`src/rtl/button_conditioner_if.sv`:
```
// ----------------------------------------------------------------------------
// button_conditioner_if
//   Bundles the button-side signals of the button conditioner.
//
//   btn_in    : raw, asynchronous, bouncing button pins (active-high)
//   btn_pulse : registered single-cycle press pulses, zero or one-hot
//   btn_level : registered debounced level per button
//
//   master : the pin/board side (drives btn_in, observes the outputs)
//   slave  : the conditioner itself
// ----------------------------------------------------------------------------
interface button_conditioner_if #(
    parameter int N_BTN = 5
);
    logic [N_BTN-1:0] btn_in;
    logic [N_BTN-1:0] btn_pulse;
    logic [N_BTN-1:0] btn_level;

    modport master (
        output btn_in,
        input  btn_pulse,
        input  btn_level
    );

    modport slave (
        input  btn_in,
        output btn_pulse,
        output btn_level
    );
endinterface

```
`src/rtl/button_conditioner.sv`:
```
// ----------------------------------------------------------------------------
// button_conditioner
//   Five-button front end for the digital clock. Synchronises the raw pins,
//   debounces each one, and emits single-cycle, strictly one-hot press pulses.
//   Buttons selected by REPEAT_MASK auto-repeat while held.
//
//   Ports:
//     clk    : 200 Hz scan clock, all state changes on the rising edge
//     rst    : asynchronous active-low reset (0 = reset)
//     btn_if : slave modport carrying btn_in / btn_pulse / btn_level
//
//   Bit order of every vector: {U, D, R, L, C}, bit 4 = U, bit 0 = C.
//   REPEAT_RATE is expected to be no larger than REPEAT_DELAY.
// ----------------------------------------------------------------------------
module button_conditioner #(
    parameter int               N_BTN          = 5,
    parameter int               DEBOUNCE_TICKS = 4,
    parameter int               REPEAT_DELAY   = 100,
    parameter int               REPEAT_RATE    = 20,
    parameter logic [N_BTN-1:0] REPEAT_MASK    = 5'b11000
) (
    input  logic                 clk,
    input  logic                 rst,
    button_conditioner_if.slave  btn_if
);

    localparam int DW = $clog2(DEBOUNCE_TICKS + 1);
    localparam int RW = $clog2(REPEAT_DELAY + 1);

    localparam logic [DW-1:0] D_LAST   = DW'(DEBOUNCE_TICKS - 1);
    localparam logic [DW-1:0] D_ONE    = DW'(1);
    localparam logic [RW-1:0] R_LAST   = RW'(REPEAT_DELAY - 1);
    localparam logic [RW-1:0] R_RELOAD = RW'(REPEAT_DELAY - REPEAT_RATE);
    localparam logic [RW-1:0] R_ONE    = RW'(1);

    logic [N_BTN-1:0] s0_q;
    logic [N_BTN-1:0] s1_q;
    logic [N_BTN-1:0] level_q;
    logic [N_BTN-1:0] level_d;
    logic [N_BTN-1:0] pulse_q;
    logic [N_BTN-1:0] pulse_d;
    logic [DW-1:0]    dcnt_q [N_BTN];
    logic [DW-1:0]    dcnt_d [N_BTN];
    logic [RW-1:0]    rcnt_q [N_BTN];
    logic [RW-1:0]    rcnt_d [N_BTN];
    logic [N_BTN-1:0] press;
    logic [N_BTN-1:0] rep;
    logic [N_BTN-1:0] cand;

    always_comb begin
        level_d = level_q;
        press   = '0;
        rep     = '0;
        for (int i = 0; i < N_BTN; i++) begin
            dcnt_d[i] = dcnt_q[i];
            rcnt_d[i] = '0;

            // Any sample agreeing with the accepted level restarts the count,
            // so only an unbroken run of DEBOUNCE_TICKS mismatches is accepted.
            if (s1_q[i] == level_q[i]) begin
                dcnt_d[i] = '0;
            end else if (dcnt_q[i] == D_LAST) begin
                level_d[i] = s1_q[i];
                dcnt_d[i]  = '0;
            end else begin
                dcnt_d[i] = dcnt_q[i] + D_ONE;
            end

            press[i] = level_d[i] & ~level_q[i];

            // Counter runs on the pre-edge level; a repeat that would land on
            // the release edge is suppressed so it never follows the release.
            if (REPEAT_MASK[i]) begin
                if (press[i]) begin
                    rcnt_d[i] = '0;
                end else if (level_q[i]) begin
                    if (rcnt_q[i] == R_LAST) begin
                        rcnt_d[i] = R_RELOAD;
                        rep[i]    = level_d[i];
                    end else begin
                        rcnt_d[i] = rcnt_q[i] + R_ONE;
                    end
                end
            end
        end
    end

    // Highest index wins; losers are simply dropped for this cycle.
    always_comb begin
        cand    = press | rep;
        pulse_d = '0;
        for (int i = 0; i < N_BTN; i++) begin
            if (cand[i]) begin
                pulse_d    = '0;
                pulse_d[i] = 1'b1;
            end
        end
    end

    always_ff @(posedge clk or negedge rst) begin
        if (!rst) begin
            s0_q    <= '0;
            s1_q    <= '0;
            level_q <= '0;
            pulse_q <= '0;
            for (int i = 0; i < N_BTN; i++) begin
                dcnt_q[i] <= '0;
                rcnt_q[i] <= '0;
            end
        end else begin
            s0_q    <= btn_if.btn_in;
            s1_q    <= s0_q;
            level_q <= level_d;
            pulse_q <= pulse_d;
            for (int i = 0; i < N_BTN; i++) begin
                dcnt_q[i] <= dcnt_d[i];
                rcnt_q[i] <= rcnt_d[i];
            end
        end
    end

    assign btn_if.btn_pulse = pulse_q;
    assign btn_if.btn_level = level_q;

endmodule

```
`src/flat_wrapper.sv`:
```
// flat-port wrapper written by rule: the top's interface ports become plain ports
module button_conditioner_flat 
#(
    parameter int               N_BTN          = 5,
    parameter int               DEBOUNCE_TICKS = 4,
    parameter int               REPEAT_DELAY   = 100,
    parameter int               REPEAT_RATE    = 20,
    parameter logic [N_BTN-1:0] REPEAT_MASK    = 5'b11000
)
  (clk, rst, btn_if_btn_in, btn_if_btn_pulse, btn_if_btn_level);
  button_conditioner_if #(.N_BTN(N_BTN)) btn_if_i ();
  input  logic clk;
  input  logic rst;
  input wire logic [$bits(btn_if_i.btn_in)-1:0] btn_if_btn_in;
  output wire logic [$bits(btn_if_i.btn_pulse)-1:0] btn_if_btn_pulse;
  output wire logic [$bits(btn_if_i.btn_level)-1:0] btn_if_btn_level;
  assign btn_if_i.btn_in = btn_if_btn_in;
  assign btn_if_btn_pulse = btn_if_i.btn_pulse;
  assign btn_if_btn_level = btn_if_i.btn_level;
  button_conditioner #(.N_BTN(N_BTN), .DEBOUNCE_TICKS(DEBOUNCE_TICKS), .REPEAT_DELAY(REPEAT_DELAY), .REPEAT_RATE(REPEAT_RATE), .REPEAT_MASK(REPEAT_MASK)) u_core (.clk(clk), .rst(rst), .btn_if(btn_if_i));
endmodule
```
`config.mk`:
```
export PLATFORM = sky130hd
export DESIGN_NAME = button_conditioner_flat
export DESIGN_NICKNAME = d
export VERILOG_FILES = /design/src/rtl/button_conditioner_if.sv /design/src/rtl/button_conditioner.sv /design/src/flat_wrapper.sv
export SDC_FILE = /design/constraint.sdc
export NUM_CORES = 1
export LEC_CHECK = 0
export BUFFER_PORTS_ARGS = -buffer_cell sky130_fd_sc_hd__buf_2
export CORE_MARGIN = 2
export CORE_UTILIZATION = 59
export CTS_CLUSTER_DIAMETER = 40
export DETAILED_ROUTE_END_ITERATION = 8
export PLACE_DENSITY = 0.79
export RECOVER_POWER = 25
export SYNTH_ARGS = -nofsm -noshare
export SYNTH_HDL_FRONTEND = slang
export SYNTH_SLANG_ARGS = --single-unit
```
`constraint.sdc`:
```
create_clock -name clk -period 1.9 [get_ports clk]
set_input_delay 0.285 -clock clk [delete_from_list [all_inputs] [get_ports clk]]
set_output_delay 0.285 -clock clk [all_outputs]
set_load 0.01 [all_outputs]
```
==> run metrics, run 1 <==
min-delay src u_core.s0_q[0]$_DFF_PN0_; WHS Endpoint u_core.s1_q[0]$_DFF_PN0_; EDFF count, synth 0; CTS tree built; status finished, final reports clean; # setup viols final 0; fraction of layout instances using a drive strength above 1 between 10% and 20%; Worst Hold Class flip-flop to flip-flop; Mapped Nets 153; post-synthesis cell type count 25; Syn Inst Count ~140; Slew headroom between 20% and 30%; max-slew violations 0; die width a little over 60 µm; TNS Setup 0 ns; drt drc 0; hold depth 0; vias in the first global route around 1200; worst-path maximum fanout between 40 and 50; Worst Path Buf+Inv 3; reg2reg start u_core.rcnt_q[0]$_DFF_PN0_; CP max stage cell clkbuf_2; CTS buffer count 5; clk buf depth 2; Setup Fix Bufs, Post-CTS 0; sequential-to-total area share from yosys stat roughly 64%; CTS HTree Levels 2; pwr dens 1235 nW/µm²; reg2reg setup slack around 0.48 ns; Max-Cap Viols 0; FF-to-FF End u_core.btn_if.btn_pulse[1]$_DFF_PN0_; grt total ovfl 0; Max Fclk roughly 700 MHz; reg2reg path depth 5; largest net degree at the start of global routing 50; Syn Area/Cell around 14 µm²; Cell Area, Synth between 1500 and 2000 µm²; largest stage delay on the critical path around 0.82 ns; first-pass detailed-route iteration total 4; fin crit share approximately three quarters; initial antenna violation count 0; hold slack final roughly 0.36 ns; first-pass GRT wire length between 4000 and 5000 µm; Async S/R FF share, synth between 90% and 100%; Ys Warns 0; synthesis-to-layout area growth 14.32%; Detail Route Antenna Nets 0; critical path endpoint category asynchronous set/reset pin; starting density of the core between 60 and 70%; Setup Skew a little over 0.01 ns; CP arrival about 1.8 ns; worst-path cell chain dlygate4sd3_1 -> buf_2 -> clkbuf_2; Rows 20; Final Critical Period 1.419 ns; Clock Latency Late Sink 0.36 ns; Clock transition at path regs between 0.1 and 0.15 ns; Post-DP HPWL slightly above 2000 µm; Core Util, Final between 70% and 80%; Synth area leaders dfrtp_1, xnor2_1, ha_1, nor2b_1, nor3b_1; Routed wire per std cell between 10 and 15 µm; Synth top area share 64.39%; TritonCTS sink count 49; Yosys reg bits 49; Antenna diodes 0; Critical Path RT ~2.2 ns; Fin. Hold Viols 0; RSZ-0062 raised after global routing false; Post-Route WL 2813 µm; Vias 1112; Max VDD drop 0.0008477 V; post_cts resized 0; CP top delay family buffers and inverters; Worst Setup Start Kind input pin; port bufs 16; IO Count 17; root cell of the clock tree clkbuf_4; initial DRC count 29; Die Y 60.81 µm; GR Util All Layers 18.59%; Die Area around 3700 µm²; Crit Path Class input pin to asynchronous set/reset pin; NumNets Final 183; top cells by count, synth dfrtp_1, xnor2_1, nor2_1; worst-margin pin slew roughly 1.1 ns; most frequent cell after synthesis dfrtp_1; leading area contributor after synthesis dfrtp_1; Placer Congestion between 0.7 and 0.8; Pwr Total 2.689 mW; filler cell count 224; via/cell ratio between 5 and 6; P_leak about 1.0 nW; core footprint between 3000 and 4000 µm²; top_reg_cell synth dfrtp_1; cts hold-fix bufs 3
==> registers in the layout (all words and copies together) (netlist names) <==
name / count
u_core.btn_if.btn_level: 5
u_core.s0_q: 5
u_core.rcnt_q: 14
u_core.s1_q: 5
u_core.dcnt_q: 15
u_core.btn_if.btn_pulse: 5
==> placed cells by master, fill, tap and decap left out, drive strengths merged, types with 2 or more instances in the layout <==
master,n
dfrtp,49
inv,2
nand2,2
o31a,2
xnor2,13
ha,7
mux2i,2
nand4b,3
nor2b,11
dlygate4sd3,6
buf,16
xor2,2
nand3,4
nor3,10
o21a,2
clkbuf,6
mux2,3
and2,2
nor2,11
and3,2
nor3b,7
nand2b,2
==> how the worst max path moves through the flow <==
stage	slack (ns)	depth (start not counted)	start	endpoint
after detailed placement	0.49	5	u_core.dcnt_q[0]$_DFF_PN0_	u_core.btn_if.btn_pulse[0]$_DFF_PN0_
final	0.48	3	rst	u_core.rcnt_q[9]$_DFF_PN0_
after CTS	0.46	5	u_core.dcnt_q[0]$_DFF_PN0_	u_core.btn_if.btn_pulse[0]$_DFF_PN0_
after floorplan	0.61	5	u_core.dcnt_q[0]$_DFF_PN0_	u_core.btn_if.btn_pulse[0]$_DFF_PN0_
after global routing	0.18	3	rst	u_core.btn_if.btn_level[3]$_DFF_PN0_
after global placement	0.56	5	u_core.dcnt_q[3]$_DFF_PN0_	u_core.btn_if.btn_pulse[0]$_DFF_PN0_
==> power breakdown <==
| part | switching (mW) | leakage (nW) | internal (mW) |
|---|---|---|---|
| logic | 0.340 | 0.349 | 0.356 |
| clock network | 0.304 | 0.0410 | 0.268 |
| registers | 0.168 | 0.635 | 1.25 |
==> layer usage <==
layer	track usage (%)	wire (µm)
met2	32.41	1477
met3	4.478	83
met5	0	0
met1	20.06	1172
met4	12.11	79
==> through the flow <==
step | area, µm² | cells | worst slack (ns)
global placement | 2047 | 200 | 0.5623
detailed placement | 2047 | 200 | 0.4888
floorplan | 1904 | 139 | 0.6065
CTS | 2150 | 210 | 0.4620
finish | 2177 | 213 | 0.4813
global route | 2177 | 213 | 0.1833
==> layout make-up <==
class	count	area (µm²)	area share, %
inverter	2	7.507	0.3448
tap	44	55.05	2.529
clock inverter	2	35.03	1.609
sequential	49	1226	56.32
clock buffer	5	37.54	1.724
multi-input combinational	88	670.6	30.80
timing repair buffer	23	145.1	6.667
==> cells by family after synthesis <==
kind of cell	synth area share [%]
simple gates	17.68
compound gates	2.365
flops	64.39
mux	3.679
fa+ha+maj	4.599
buf+inv	0.3944
xor+xnor	6.899
(Power assumes the default switching activity.)
==> run 2: changes to the inputs <==
--- a/config.mk
+++ b/config.mk
@@ -7,10 +7,10 @@
 export LEC_CHECK = 0
 export BUFFER_PORTS_ARGS = -buffer_cell sky130_fd_sc_hd__buf_2
 export CORE_MARGIN = 2
-export CORE_UTILIZATION = 59
+export CORE_UTILIZATION = 57
 export CTS_CLUSTER_DIAMETER = 40
 export DETAILED_ROUTE_END_ITERATION = 8
-export PLACE_DENSITY = 0.79
+export PLACE_DENSITY = 0.77
 export RECOVER_POWER = 25
 export SYNTH_ARGS = -nofsm -noshare
 export SYNTH_HDL_FRONTEND = slang
==> constraint.sdc (replaced) <==
create_clock -name clk -period 1.4 [get_ports clk]
set_input_delay 0.21 -clock clk [delete_from_list [all_inputs] [get_ports clk]]
set_output_delay 0.21 -clock clk [all_outputs]
set_load 0.01 [all_outputs]
==> run 2 against run 1 <==
  * Global-route usage up 0.52 points
  * Final area grew 3.9%
  * Critical path depth increased by 2
  * First-iteration DRC count grew to 3.3 times the previous value
  * Clock-buffer cell count is 1 higher
  * Non-clock buffer count up 7
  * Clock skew about the same
  * Sequential power is 38% higher
  * Register-to-register slack worse by 0.46 ns
  * Clock power is 22% higher
  * Sequential share of layout area fell by 2.1 points
  * Setup slack got worse by 0.46 ns
==> run metrics, run 2 (synthesis results as in run 1) <==
CTS HTree Levels 2 (unchanged); reg2reg start u_core.rcnt_q[7]$_DFF_PN0_; Die Area 3819 µm² (+3.3%); WHS Endpoint u_core.s1_q[0]$_DFF_PN0_; pwr dens 1661 nW/µm² (+34%); max-slew violations 0 (unchanged); status finished, final reports clean; Die Y 61.80 µm (+1.6%); area taken by flip-flops and latches 1226 µm² (unchanged); worst-path maximum fanout 3 (-94%); min-delay src u_core.s0_q[0]$_DFF_PN0_; hold depth 0 (unchanged); Clock transition at path regs 0.14 ns (about the same); critical path endpoint category flip-flop; Clock Latency Late Sink 0.36 ns (about the same); fin crit share between 90% and 100%; CTS buffer count 5 (unchanged); vias in the first global route 1137 (-3.0%); pre-CTS setup slack -0.04131 ns (-0.5301 ns); filler cell count 217 (-3.1%); GR Util All Layers 19.12% (+0.52 points); Worst Hold Class flip-flop to flip-flop; # setup viols final 0 (unchanged); TritonCTS sink count 49 (unchanged); core footprint 3128 µm² (+2.5%); CP arrival 1.65 ns (-0.10 ns); FF-to-FF End u_core.btn_if.btn_pulse[2]$_DFF_PN0_; reg2reg setup slack 0.02 ns (-0.46 ns); Placer Congestion 0.7611 (+1.8%); Rows 20 (unchanged); drt drc 0 (unchanged); root cell of the clock tree clkbuf_4; Critical Path RT 1.67 ns (-0.56 ns); most common cell after layout, fill and taps aside dfrtp_1; TNS Setup 0 ns (unchanged); Fin. Hold Viols 0 (unchanged); Max Fclk approximately 720 MHz; Pwr Total 3.755 mW (+40%); fraction of layout instances using a drive strength above 1 26.55% (+7.0 points); Slew headroom 58.34% (+33 points); Max-Cap Viols 0 (unchanged); Post-Route WL 3004 µm (+6.8%); largest registers u_core.dcnt_q: 15 flops, u_core.rcnt_q: 14 flops; port bufs 16 (unchanged); area of the multi-input gates 703.2 µm² (+4.9%); via/cell ratio 5.163 (-1.1%); Placed Area 2067 µm² (+0.98%); IO Count 17 (unchanged); Max VDD drop 0.001105 V (+30%); NumNets Final 190 (+3.8%); most frequent cells in the layout dfrtp_1, buf_2, xnor2_1; synthesis-to-layout area growth 18.73%; final instance area 2261 µm² (+3.9%); reg2reg path depth 5 (unchanged); worst-margin pin slew 0.6249 ns (-0.4893 ns); initial DRC count 95 (+230%); RSZ-0062 raised after global routing true; clk buf depth 2 (unchanged); Setup Skew 0.01053 ns (+0.0001306 ns); first-pass detailed-route iteration total 4 (unchanged); P_leak 1.053 nW (+2.7%); Detail Route Antenna Nets 0 (unchanged); Antenna diodes 0 (unchanged); Final WS setup 0.02031 ns (-0.4610 ns); Most flops, register u_core.dcnt_q; starting density of the core 60.88% (-1.5 points); Final Critical Period 1.380 ns; max reg flops 15 (unchanged); largest net degree at the start of global routing 50 (unchanged); first-pass GRT wire length 5043 µm (+4.7%); Crit Path Class flip-flop to flip-flop; die width 61.80 µm (+1.6%); Routed wire per std cell 13.59 µm (+2.9%); initial antenna violation count 0 (unchanged); Worst Setup Start Kind flip-flop; Post-DP HPWL 2013 µm (-1.8%); grt total ovfl 0 (unchanged); CTS tree built; Core Util, Final 72.28% (+0.97 points); Vias 1141 (+2.6%)
## run 2: cell type report
cell class              instances  area share [%]
multi-input cells              88           31.10
repair buffers                 30           8.854
clock inverters                 2          0.7748
flip-flops and latches         49           54.23
clock buffers                   6           2.269
inverters                       2          0.3320
well taps                      44           2.435
## run 2: timing repair
action,CTS,global route
pin swaps,1,5
hold buffers,6,0
endpoints found under the setup margin,3,11
setup buffers,4,2
endpoints found under the hold margin,54,0
resized for setup,4,3
## run 2: stage by stage
stage,hold WS [ns],std cells
after floorplan,-0.08559,139
after global placement,0.2069,201
after detailed placement,0.2097,201
after CTS,0.3301,219
after global routing,0.3820,221
final,0.3702,221
## run 2: power breakdown
group	internal [mW]	switching, mW	total [mW]
sequential	1.70	0.259	1.96
combinational	0.598	0.501	1.10
clock	0.255	0.440	0.695
## run 2: worst max-delay path, cell delays in order (launching register included)
cell      delay, ns
dfrtp_1        0.40
ha_2           0.22
nand4b_1       0.13
o31a_1         0.30
o22ai_2        0.16
nor2b_1        0.07
## run 2: how the worst max path moves through the flow
stage          cells after the start  slack (ns)                        from                                    to
4_1_cts                            5        0.01  u_core.dcnt_q[0]$_DFF_PN0_  u_core.btn_if.btn_pulse[3]$_DFF_PN0_
2_1_floorplan                      5        0.11  u_core.dcnt_q[0]$_DFF_PN0_  u_core.btn_if.btn_pulse[0]$_DFF_PN0_
6_report                           5        0.02  u_core.rcnt_q[7]$_DFF_PN0_  u_core.btn_if.btn_pulse[2]$_DFF_PN0_
3_5_place_dp                       5       -0.04  u_core.dcnt_q[0]$_DFF_PN0_  u_core.btn_if.btn_pulse[1]$_DFF_PN0_
3_3_place_gp                       5        0.06  u_core.dcnt_q[0]$_DFF_PN0_  u_core.btn_if.btn_pulse[0]$_DFF_PN0_
5_1_grt                            5       -0.05  u_core.dcnt_q[0]$_DFF_PN0_  u_core.btn_if.btn_pulse[3]$_DFF_PN0_
## run 2: metal layers
metal  vias to the layer above  part of all wire, %  global-route usage (%)
met1                       563                   43                   21.87
met4                         0                 0.70                   6.383
li1                        553                    -                       -
met3                         2                  4.5                   8.075
met2                        23                   52                   32.48
met5                         -                    0                       0
